$ cat src/rtl/cycle_config_scheduler_if.sv
// Host/backend signal bundle for cycle_config_scheduler.
// The master modport is the host/backend side; the slave modport is the scheduler itself.
interface cycle_config_scheduler_if #(
  parameter int NUM_CHANNELS = 4
);
  logic                    shadow_we;
  logic [3:0]              shadow_addr;
  logic [15:0]             shadow_data;
  logic                    shadow_err;
  logic [NUM_CHANNELS-1:0] run_enable;
  logic                    commit_valid;
  logic [NUM_CHANNELS-1:0] commit_mask;
  logic                    commit_ready;
  logic                    commit_done;
  logic                    busy;
  logic [NUM_CHANNELS-1:0] update_cycle_complete;
  logic [NUM_CHANNELS-1:0] timer_enable;
  logic [NUM_CHANNELS-1:0] write_config_n;
  logic [5:0]              config_address;
  logic [15:0]             config_data;

  modport master (
    output shadow_we, shadow_addr, shadow_data, run_enable, commit_valid, commit_mask,
           update_cycle_complete,
    input  shadow_err, commit_ready, commit_done, busy, timer_enable, write_config_n,
           config_address, config_data
  );

  modport slave (
    input  shadow_we, shadow_addr, shadow_data, run_enable, commit_valid, commit_mask,
           update_cycle_complete,
    output shadow_err, commit_ready, commit_done, busy, timer_enable, write_config_n,
           config_address, config_data
  );
endinterface

$ cat src/rtl/cycle_config_scheduler.sv
// Streams a 10-word shadow profile into the masked cycle controllers, halting their timers meanwhile.
// Define CFG_SYNC_COMMIT_EN to wait for each target's update_cycle_complete before halting it.
module cycle_config_scheduler #(
  parameter int NUM_CHANNELS = 4,
  parameter int CFG_WORDS    = 10
) (
  input logic                    clock,
  input logic                    reset_n,
  cycle_config_scheduler_if.slave bus
);
  localparam logic [3:0] LAST_WORD = 4'(CFG_WORDS - 1);

  typedef enum logic [2:0] {IDLE, WAIT_SYNC, HALT, WRITE, RESUME} state_t;

  state_t                  state, state_d;
  logic [NUM_CHANNELS-1:0] tgt, tgt_d, halted;
  logic [3:0]              cnt, cnt_d;
  logic [15:0]             shadow [CFG_WORDS];
  logic                    shadow_ok;

  assign bus.busy        = (state != IDLE);
  assign bus.commit_done = (state == RESUME);
  assign shadow_ok       = bus.shadow_we && !bus.busy && (bus.shadow_addr <= LAST_WORD);

  // NOTE: every variable gets a default before the case so no path leaves one unassigned (no latches).
  always_comb begin
    state_d = state;
    tgt_d   = tgt;
    cnt_d   = cnt;
    case (state)
      IDLE: begin
        if (bus.commit_valid && bus.commit_ready) begin
          tgt_d = bus.commit_mask;
          if (bus.commit_mask == '0) begin
            state_d = RESUME;
          end else begin
`ifdef CFG_SYNC_COMMIT_EN
            state_d = WAIT_SYNC;
`else
            state_d = HALT;
`endif
          end
        end
      end
`ifdef CFG_SYNC_COMMIT_EN
      // A channel whose timer is already stopped has nothing to interrupt.
      WAIT_SYNC: begin
        if ((tgt & ~(bus.update_cycle_complete | ~bus.timer_enable)) == '0) state_d = HALT;
      end
`endif
      HALT: begin
        cnt_d   = '0;
        state_d = WRITE;
      end
      WRITE: begin
        if (cnt == LAST_WORD) state_d = RESUME;
        else                  cnt_d   = cnt + 4'd1;
      end
      RESUME:  state_d = IDLE;
      default: state_d = IDLE;
    endcase
    // Outputs are registered from next-state values so they line up with the state they belong to.
    halted = (state_d == HALT || state_d == WRITE) ? tgt_d : '0;
  end

`ifndef CFG_SYNC_COMMIT_EN
  // update_cycle_complete has no role without the sync stage.
  logic unused_sync;
  assign unused_sync = ^bus.update_cycle_complete;
`endif

  // NOTE: sequential state uses non-blocking assignments so every register samples pre-edge values.
  always_ff @(posedge clock) begin
    if (!reset_n) begin
      state              <= IDLE;
      tgt                <= '0;
      cnt                <= '0;
      bus.commit_ready   <= 1'b0;
      bus.timer_enable   <= '0;
      bus.write_config_n <= '1;
      bus.config_address <= '0;
      bus.config_data    <= '0;
      bus.shadow_err     <= 1'b0;
      // NOTE: the shadow profile is reset because the host may commit before writing every word.
      for (int i = 0; i < CFG_WORDS; i++) shadow[i] <= '0;
    end else begin
      state            <= state_d;
      tgt              <= tgt_d;
      cnt              <= cnt_d;
      bus.commit_ready <= (state_d == IDLE);
      bus.timer_enable <= bus.run_enable & ~halted;
      if (state_d == WRITE) begin
        bus.write_config_n <= ~tgt_d;
        bus.config_address <= {2'b00, cnt_d};
        bus.config_data    <= shadow[cnt_d];
      end else begin
        bus.write_config_n <= '1;
      end
      if (shadow_ok)                     shadow[bus.shadow_addr] <= bus.shadow_data;
      else if (bus.shadow_we)            bus.shadow_err          <= 1'b1;
    end
  end
endmodule

$ cat src/flat_wrapper.sv
// flat-port wrapper written by rule: the top's interface ports become plain ports
module cycle_config_scheduler_flat 
#(
  parameter int NUM_CHANNELS = 4,
  parameter int CFG_WORDS    = 10
)
  (clock, reset_n, bus_shadow_we, bus_shadow_addr, bus_shadow_data, bus_run_enable, bus_commit_valid, bus_commit_mask, bus_update_cycle_complete, bus_shadow_err, bus_commit_ready, bus_commit_done, bus_busy, bus_timer_enable, bus_write_config_n, bus_config_address, bus_config_data);
  cycle_config_scheduler_if #(.NUM_CHANNELS(NUM_CHANNELS)) bus_i ();
  input logic clock;
  input logic reset_n;
  input wire logic [$bits(bus_i.shadow_we)-1:0] bus_shadow_we;
  input wire logic [$bits(bus_i.shadow_addr)-1:0] bus_shadow_addr;
  input wire logic [$bits(bus_i.shadow_data)-1:0] bus_shadow_data;
  input wire logic [$bits(bus_i.run_enable)-1:0] bus_run_enable;
  input wire logic [$bits(bus_i.commit_valid)-1:0] bus_commit_valid;
  input wire logic [$bits(bus_i.commit_mask)-1:0] bus_commit_mask;
  input wire logic [$bits(bus_i.update_cycle_complete)-1:0] bus_update_cycle_complete;
  output wire logic [$bits(bus_i.shadow_err)-1:0] bus_shadow_err;
  output wire logic [$bits(bus_i.commit_ready)-1:0] bus_commit_ready;
  output wire logic [$bits(bus_i.commit_done)-1:0] bus_commit_done;
  output wire logic [$bits(bus_i.busy)-1:0] bus_busy;
  output wire logic [$bits(bus_i.timer_enable)-1:0] bus_timer_enable;
  output wire logic [$bits(bus_i.write_config_n)-1:0] bus_write_config_n;
  output wire logic [$bits(bus_i.config_address)-1:0] bus_config_address;
  output wire logic [$bits(bus_i.config_data)-1:0] bus_config_data;
  assign bus_i.shadow_we = bus_shadow_we;
  assign bus_i.shadow_addr = bus_shadow_addr;
  assign bus_i.shadow_data = bus_shadow_data;
  assign bus_i.run_enable = bus_run_enable;
  assign bus_i.commit_valid = bus_commit_valid;
  assign bus_i.commit_mask = bus_commit_mask;
  assign bus_i.update_cycle_complete = bus_update_cycle_complete;
  assign bus_shadow_err = bus_i.shadow_err;
  assign bus_commit_ready = bus_i.commit_ready;
  assign bus_commit_done = bus_i.commit_done;
  assign bus_busy = bus_i.busy;
  assign bus_timer_enable = bus_i.timer_enable;
  assign bus_write_config_n = bus_i.write_config_n;
  assign bus_config_address = bus_i.config_address;
  assign bus_config_data = bus_i.config_data;
  cycle_config_scheduler #(.NUM_CHANNELS(NUM_CHANNELS), .CFG_WORDS(CFG_WORDS)) u_core (.clock(clock), .reset_n(reset_n), .bus(bus_i));
endmodule
$ cat config.mk
export PLATFORM = sky130hd
export DESIGN_NAME = cycle_config_scheduler_flat
export DESIGN_NICKNAME = d
export VERILOG_FILES = /design/src/rtl/cycle_config_scheduler_if.sv /design/src/rtl/cycle_config_scheduler.sv /design/src/flat_wrapper.sv
export SDC_FILE = /design/constraint.sdc
export NUM_CORES = 1
export LEC_CHECK = 0
export CAP_MARGIN = 5
export CORE_UTILIZATION = 45
export CTS_CLUSTER_DIAMETER = 100
export DETAILED_ROUTE_END_ITERATION = 12
export MAX_ROUTING_LAYER = met4
export SLEW_MARGIN = 40
export SYNTH_ARGS = -nofsm -noshare
export SYNTH_HDL_FRONTEND = slang
export SYNTH_SLANG_ARGS = --single-unit
$ cat constraint.sdc
create_clock -name clock -period 3.4 [get_ports clock]
set_clock_uncertainty 0.15 [all_clocks]
set_input_delay 0.85 -clock clock [delete_from_list [all_inputs] [get_ports clock]]
set_output_delay 0.85 -clock clock [all_outputs]
set_load 0.005 [all_outputs]
# Word-level counts from Yosys, hierarchy flattened
# Memory sizes are Yosys's and may differ from the RTL's. A register that Yosys moved wholly into a read port is not among the register bits.
# Cells that the tools add are included.
totals:
  ff_bits: 25
  ram_bits: 160
  in_bits: 36
  output_inout_bits: 34
  word_cells: 50
  memories: 1
op_classes:
  n_addsub: 1
  order_cmp: 1
  eq_ne: 6
  n_mux: 16
  bitwise_logic: 4
  n_reduce_logical: 13
memory_table:
  columns: ["name", "depth", "word_bits", "read_ports", "rd_clocked_by_memory_dff", "wr", "line_no", "source"]
  rows:
  - ["u_core.shadow", 10, 16, 1, 1, 10, "cycle_config_scheduler.sv:18", "logic [15:0] shadow [CFG_WORDS];"]
op_table:
  columns: ["operator", "count"]
  rows:
  - ["2-to-1 mux 4 bit", 5]
  - ["2-to-1 mux 16 bit", 1]
  - ["OR reduction 16 bit", 1]
  - ["equality test 3 x 2 -> 1 bit (second input constant)", 4]
  - ["2-to-1 mux 3 bit", 3]
  - ["case mux 3 bit (3 select lines)", 1]
  - ["NOT 4 bit", 2]
  - ["case mux 4 bit (2 select lines)", 1]
  - ["zero test 3 bit", 2]
  - ["2-to-1 mux 1 bit", 5]
  - ["adder 4 x 1 -> 4 bit (second input constant)", 1]
  - ["AND 4 bit", 1]
  - ["equality test 4 bit (second input constant)", 1]
  - ["less-or-equal comparator 4 bit (second input constant)", 1]
  - ["zero test 4 bit", 1]
  - ["AND reduction 2 bit", 2]
  - ["equality test 3 bit (second input constant)", 1]
  - ["logical AND 1 bit", 3]
  - ["nonzero test 3 bit", 1]
  - ["zero test 1 bit", 2]
  - ["logical OR 1 bit", 1]
  - ["NOT 1 bit", 1]

# Longest topological paths before layout
logic_depth:
  word_depth: 9
  mapped_depth: 12
  ltp_nobuf: 8

# Worst setup path before layout
# OpenSTA, ideal clock, no wires.
synth_timing:
  path_kind: "input to register"
  from: "input port bus_shadow_addr[2]"
  to: "memory u_core.shadow[4][0] (enable)"
  setup_time_ns: 0.372
  arrival_ns: 2.579
  required_time_ns: 2.878
  setup_slack_ns: 0.300
  path_stages: 8
  n_path_buf: 3
  path_cell_list: "clkbuf_1 > o21ai_0 > nand3_1 > nor2_1 > clkbuf_1 > nand3_1 > clkbuf_1 > nand2_1"
synth_lines:
  columns: ["item", "line_no", "source"]
  rows:
  - ["start: declaration", "flat_wrapper.sv:12", "input wire logic [$bits(bus_i.shadow_addr)-1:0] bus_shadow_addr;"]
  - ["end: declaration", "cycle_config_scheduler.sv:18", null]

# Final worst setup path
layout_timing:
  from: "register u_core.cnt[1]"
  to: "register u_core.bus.config_data[15] (netlist name) (read register of u_core.shadow)"
layout_via:
  elab_chain_len: 4
  elab_cells_between_ends: 7
  classes_between: "add/sub: 1; eq/ne: 2; mux: 4"
layout_lines:
  columns: ["item", "line_no", "source"]
  rows:
  - ["start: declaration", "cycle_config_scheduler.sv:17", "logic [3:0] cnt, cnt_d;"]
  - ["start signal: assignment", "cycle_config_scheduler.sv:89", "cnt <= cnt_d;"]
  - ["equality test 4 bit", "cycle_config_scheduler.sv:56", "if (cnt == LAST_WORD) state_d = RESUME;"]
  - ["2-to-1 mux 3 bit", "cycle_config_scheduler.sv:56", null]
  - ["case mux 3 bit (3 select lines)", "cycle_config_scheduler.sv:30", "case (state)"]
  - ["equality test 3 x 2 -> 1 bit", "cycle_config_scheduler.sv:92", "if (state_d == WRITE) begin"]
  - ["end: declaration", "cycle_config_scheduler_if.sv:33", "config_address, config_data"]
# Several ways; a longest one is shown, not always the timed one.
# A chain may end at the register's enable or synchronous reset.

==> flow_summary.ini <==
[clocking]
worstSkewPairLatency_ns = 0.56
clk_pin_slew_ns = 0.06
h-tree-depth = 1
cts_tree = done
cts_buffers = 31
cts_buffer_depth = 3
clockRootBuffer = clkbuf_16
cts_sinks = 297
hold_buffers = 0
post_cts_buffers = 0
cts_resized = 0

[synth]
ys_types = 51
ys_ff_latch = 297
syn_area_um2 = 12900
synth_cells = 1104
avgSynthCellArea_um2 = 11.7
yosys_warnings = 0
ys_seq_area_share_pct = 66.1

[critical_path]
cpLargestDelayFamily = simple AND/OR/NAND/NOR gates
cp_slowest_cell = and3b_1
cpPeakStageDelay_ns = 0.52
path_class = flop to flop
worstPathCellList = inv_1, ha_1, and3b_1, nor4b_4, nor2_4, buf_4, a2bb2oi_1, o31ai_1, o22ai_1
cp-start-kind = flop
cp.arrival_ns = 3.35
crit_buf_inv = 2
path_max_fanout = 16
worstPathRequired_ns = 3.67
critPathCaptureType = flop

[pwr]
power.total_w = 0.00809
p_per_area_nw_per_um2 = 519
combPwrFrac_pct = 5.6
clockPowerShare_pct = 42.8
sw_frac_of_total_pct = 21.0
peakVddDrop_v = 0.000361
p_int_w = 0.00639
p_switching_w = 0.00170
p_leak_nw = 5.69
p_seq_share_pct = 51.6

[drt]
num_vias = 9434
drtAntennaViolNets = 0
routed_wl_um = 34900
first_iter_violations = 960
dr.pass1.iters = 5
post-route-drc-count = 0
routed_via_density = 5.66
wl_per_cell_um = 20.9

[global_routing]
grt.overflow.total = 0
grt_pass1_vias = 9057
antenna_found_initial = 0
grt_pass1_wl_um = 52900
grt_max_degree = 49
grt.total_usage_pct = 25.0

[floorplan]
io_pins = 70
start_util_pct = 46.1
rows = 61
die_area_um2 = 29300
die_y_um = 171
die_w_um = 171
core_area_um2 = 27900

[run_status]
status = complete, no violations

[layout]
final_area_um2 = 15600
diodes = 0
multi_input_area_um2 = 4300
nNetsFinal = 1302
syn_to_final_growth_pct = 21.1
regArea_um2 = 8510
layout-drive-gt1-share_pct = 9.94
nFillCells = 2504

[timing]
rsz0062_at_grt = no
hold_viol_final = 0
relSlewSlack_pct = 50.4
finalMaxSlewViolations = 0
worstMarginPinSlew_ns = 0.744
fin_crit_sh_pct = 90.7
setup_viol = 0
fmax_mhz = 324
fin_crit_ns = 3.08

[min_path]
hold_path.class = flop to flop

[placement]
placed_cell_area_um2 = 14500
io_buffers = 63
routabilityCongestion = 0.813
dpl.hpwl_um = 21600

[flow_run]
drv_cap = 0
[logic make-up after synthesis]
group / count (synthesis) / synth area share (%)
DFF: 297 / 66.1
buffers and inverters: 113 / 4.04
AOI/OAI and AO/OA: 320 / 16.7
muxes: 1 / 0.0778
adders and majority gates: 2 / 0.194
and+or+nand+nor: 368 / 12.7
xor gates and xnor gates: 2 / 0.136
other: 1 / 0.0291
[synth_stat cells (all sizes together)]
| library cell | instances | share of area (%) |
|---|---|---|
| edfxtp | 256 | 60 |
| nor4b | 1 | 0.18 |
| nand4 | 1 | 0.049 |
| nand2b | 2 | 0.097 |
| nor2 | 211 | 6.2 |
| or3 | 17 | 0.83 |
| o32ai | 1 | 0.13 |
| o21a | 1 | 0.058 |
| buf | 40 | 1.9 |
| xnor2 | 1 | 0.068 |
| a211oi | 17 | 1.2 |
| and2 | 2 | 0.097 |
| clkbuf | 53 | 1.6 |
| nand4b | 2 | 0.14 |
| and3b | 1 | 0.068 |
| a21oi | 47 | 1.8 |
| a211o | 4 | 0.27 |
| a31o | 16 | 1.1 |
| o22a | 16 | 1.1 |
| ha | 2 | 0.19 |
| dfxtp | 41 | 6.4 |
| and3 | 1 | 0.049 |
| o2bb2ai | 17 | 1.2 |
| o22ai | 32 | 1.6 |
| o311a | 16 | 1.2 |
| xor2 | 1 | 0.068 |
| inv | 20 | 0.58 |
| nor2b | 3 | 0.15 |
| nand3b | 3 | 0.17 |
| a32oi | 2 | 0.14 |
| nor3 | 36 | 1.5 |
| nor4 | 2 | 0.097 |
| o211ai | 16 | 0.93 |
| a2bb2oi | 17 | 1.2 |
| o21ai | 102 | 4.0 |
| conb | 1 | 0.029 |
| nand2 | 40 | 1.2 |
| mux2i | 1 | 0.078 |
| nor3b | 1 | 0.058 |
| or2 | 1 | 0.049 |
| nand3 | 44 | 1.7 |
| o31ai | 16 | 0.93 |
[power by group through the flow]
stage / logic (W) / registers, W / clock network (W)
4_1_cts: 0.000453 / 0.00418 / 0.00351
3_5_place_dp: 0.000451 / 0.00425 / 0
5_1_grt: 0.000497 / 0.00419 / 0.00366
3_3_place_gp: 0.000445 / 0.00425 / 0
2_1_floorplan: 0.000236 / 0.00424 / 0
6_report: 0.000454 / 0.00418 / 0.00346
[path summary, 6_finish.rpt]
path / cells past startpoint / slack [ns] / from / to
hold reg to reg: 1 / 0.28 / u_core.tgt[2] / u_core.bus.timer_enable[2]
hold / removal: 1 / 0.28 / u_core.tgt[2] / u_core.bus.timer_enable[2]
setup / recovery: 9 / 0.32 / u_core.cnt[1] / u_core.bus.config_data[15]
setup reg to reg: 9 / 0.32 / u_core.cnt[1] / u_core.bus.config_data[15]
[layout by cell type (no fill, tap or decap), types with 5 or more instances in the layout]
cell               n
a31o_1            16
nor3_1            33
nand2_1           39
inv_1             20
a21oi_1           45
dfxtp_1           41
clkdlybuf4s50_1   63
o22ai_1           32
a211oi_2           5
buf_12             7
a2bb2oi_1         16
o211ai_1          16
clkbuf_1           8
clkbuf_16         31
edfxtp_1         256
buf_4             51
a211oi_1          12
or3_1             17
o21ai_0           99
nand3_1           44
nor2_1           208
clkbuf_8           9
o2bb2ai_1         16
conb_1            98
o31ai_1           16
o22a_1            16
o311a_1           16
[per-stage QoR]
step                worst slack, ns  setup TNS [ns]  hold WS (ns)  cells  utilization (%)
finish                        0.317               0         0.280   1666             55.8
global route                  0.184               0         0.293   1666             55.8
CTS                           0.194               0         0.275   1666             55.8
detailed placement           -0.177          -13.52         0.265   1609             52.0
global placement             -0.147           -6.34         0.264   1607             51.9
floorplan                     0.300               0         0.253   1201                -
[area by class of cell]
type	instances	area share, %
Tap cell	378	3.03
Inverter	20	0.482
Sequential cell	297	54.6
Timing Repair Buffer	123	7.60
Clock inverter	9	0.755
Multi-Input combinational cell	791	27.6
Clock buffer	48	5.97
[worst register-to-register path, delay by kind of cell (launching register included)]
family / cells / cell delay (ns)
AND/OR/NAND/NOR: 3 / 1.15
buffers and inverters: 2 / 0.54
AO/OA/AOI/OAI: 3 / 0.55
adder cells (fa/ha/maj): 1 / 0.23
flip-flops: 1 / 0.33
[routing by layer]
metal	vias up	wire, um	global-route usage [%]
li1	4360	-	-
met1	4692	14900	32.2
met2	311	16700	41.3
met3	71	2250	3.19
met4	0	1060	7.88
met5	-	0	-
[state kept, by name, indices dropped and copies added (netlist names)]
| register | count |
|---|---|
| u_core.bus.write_config_n | 4 |
| u_core.bus.commit_ready | 1 |
| u_core.bus.shadow_err | 1 |
| u_core.tgt | 4 |
| u_core.bus.timer_enable | 4 |
| u_core.bus.config_data | 16 |
| u_core.shadow | 256 |
| u_core.bus.config_address | 4 |
| u_core.state | 3 |
| u_core.cnt | 4 |
(Power assumes the default switching activity.)
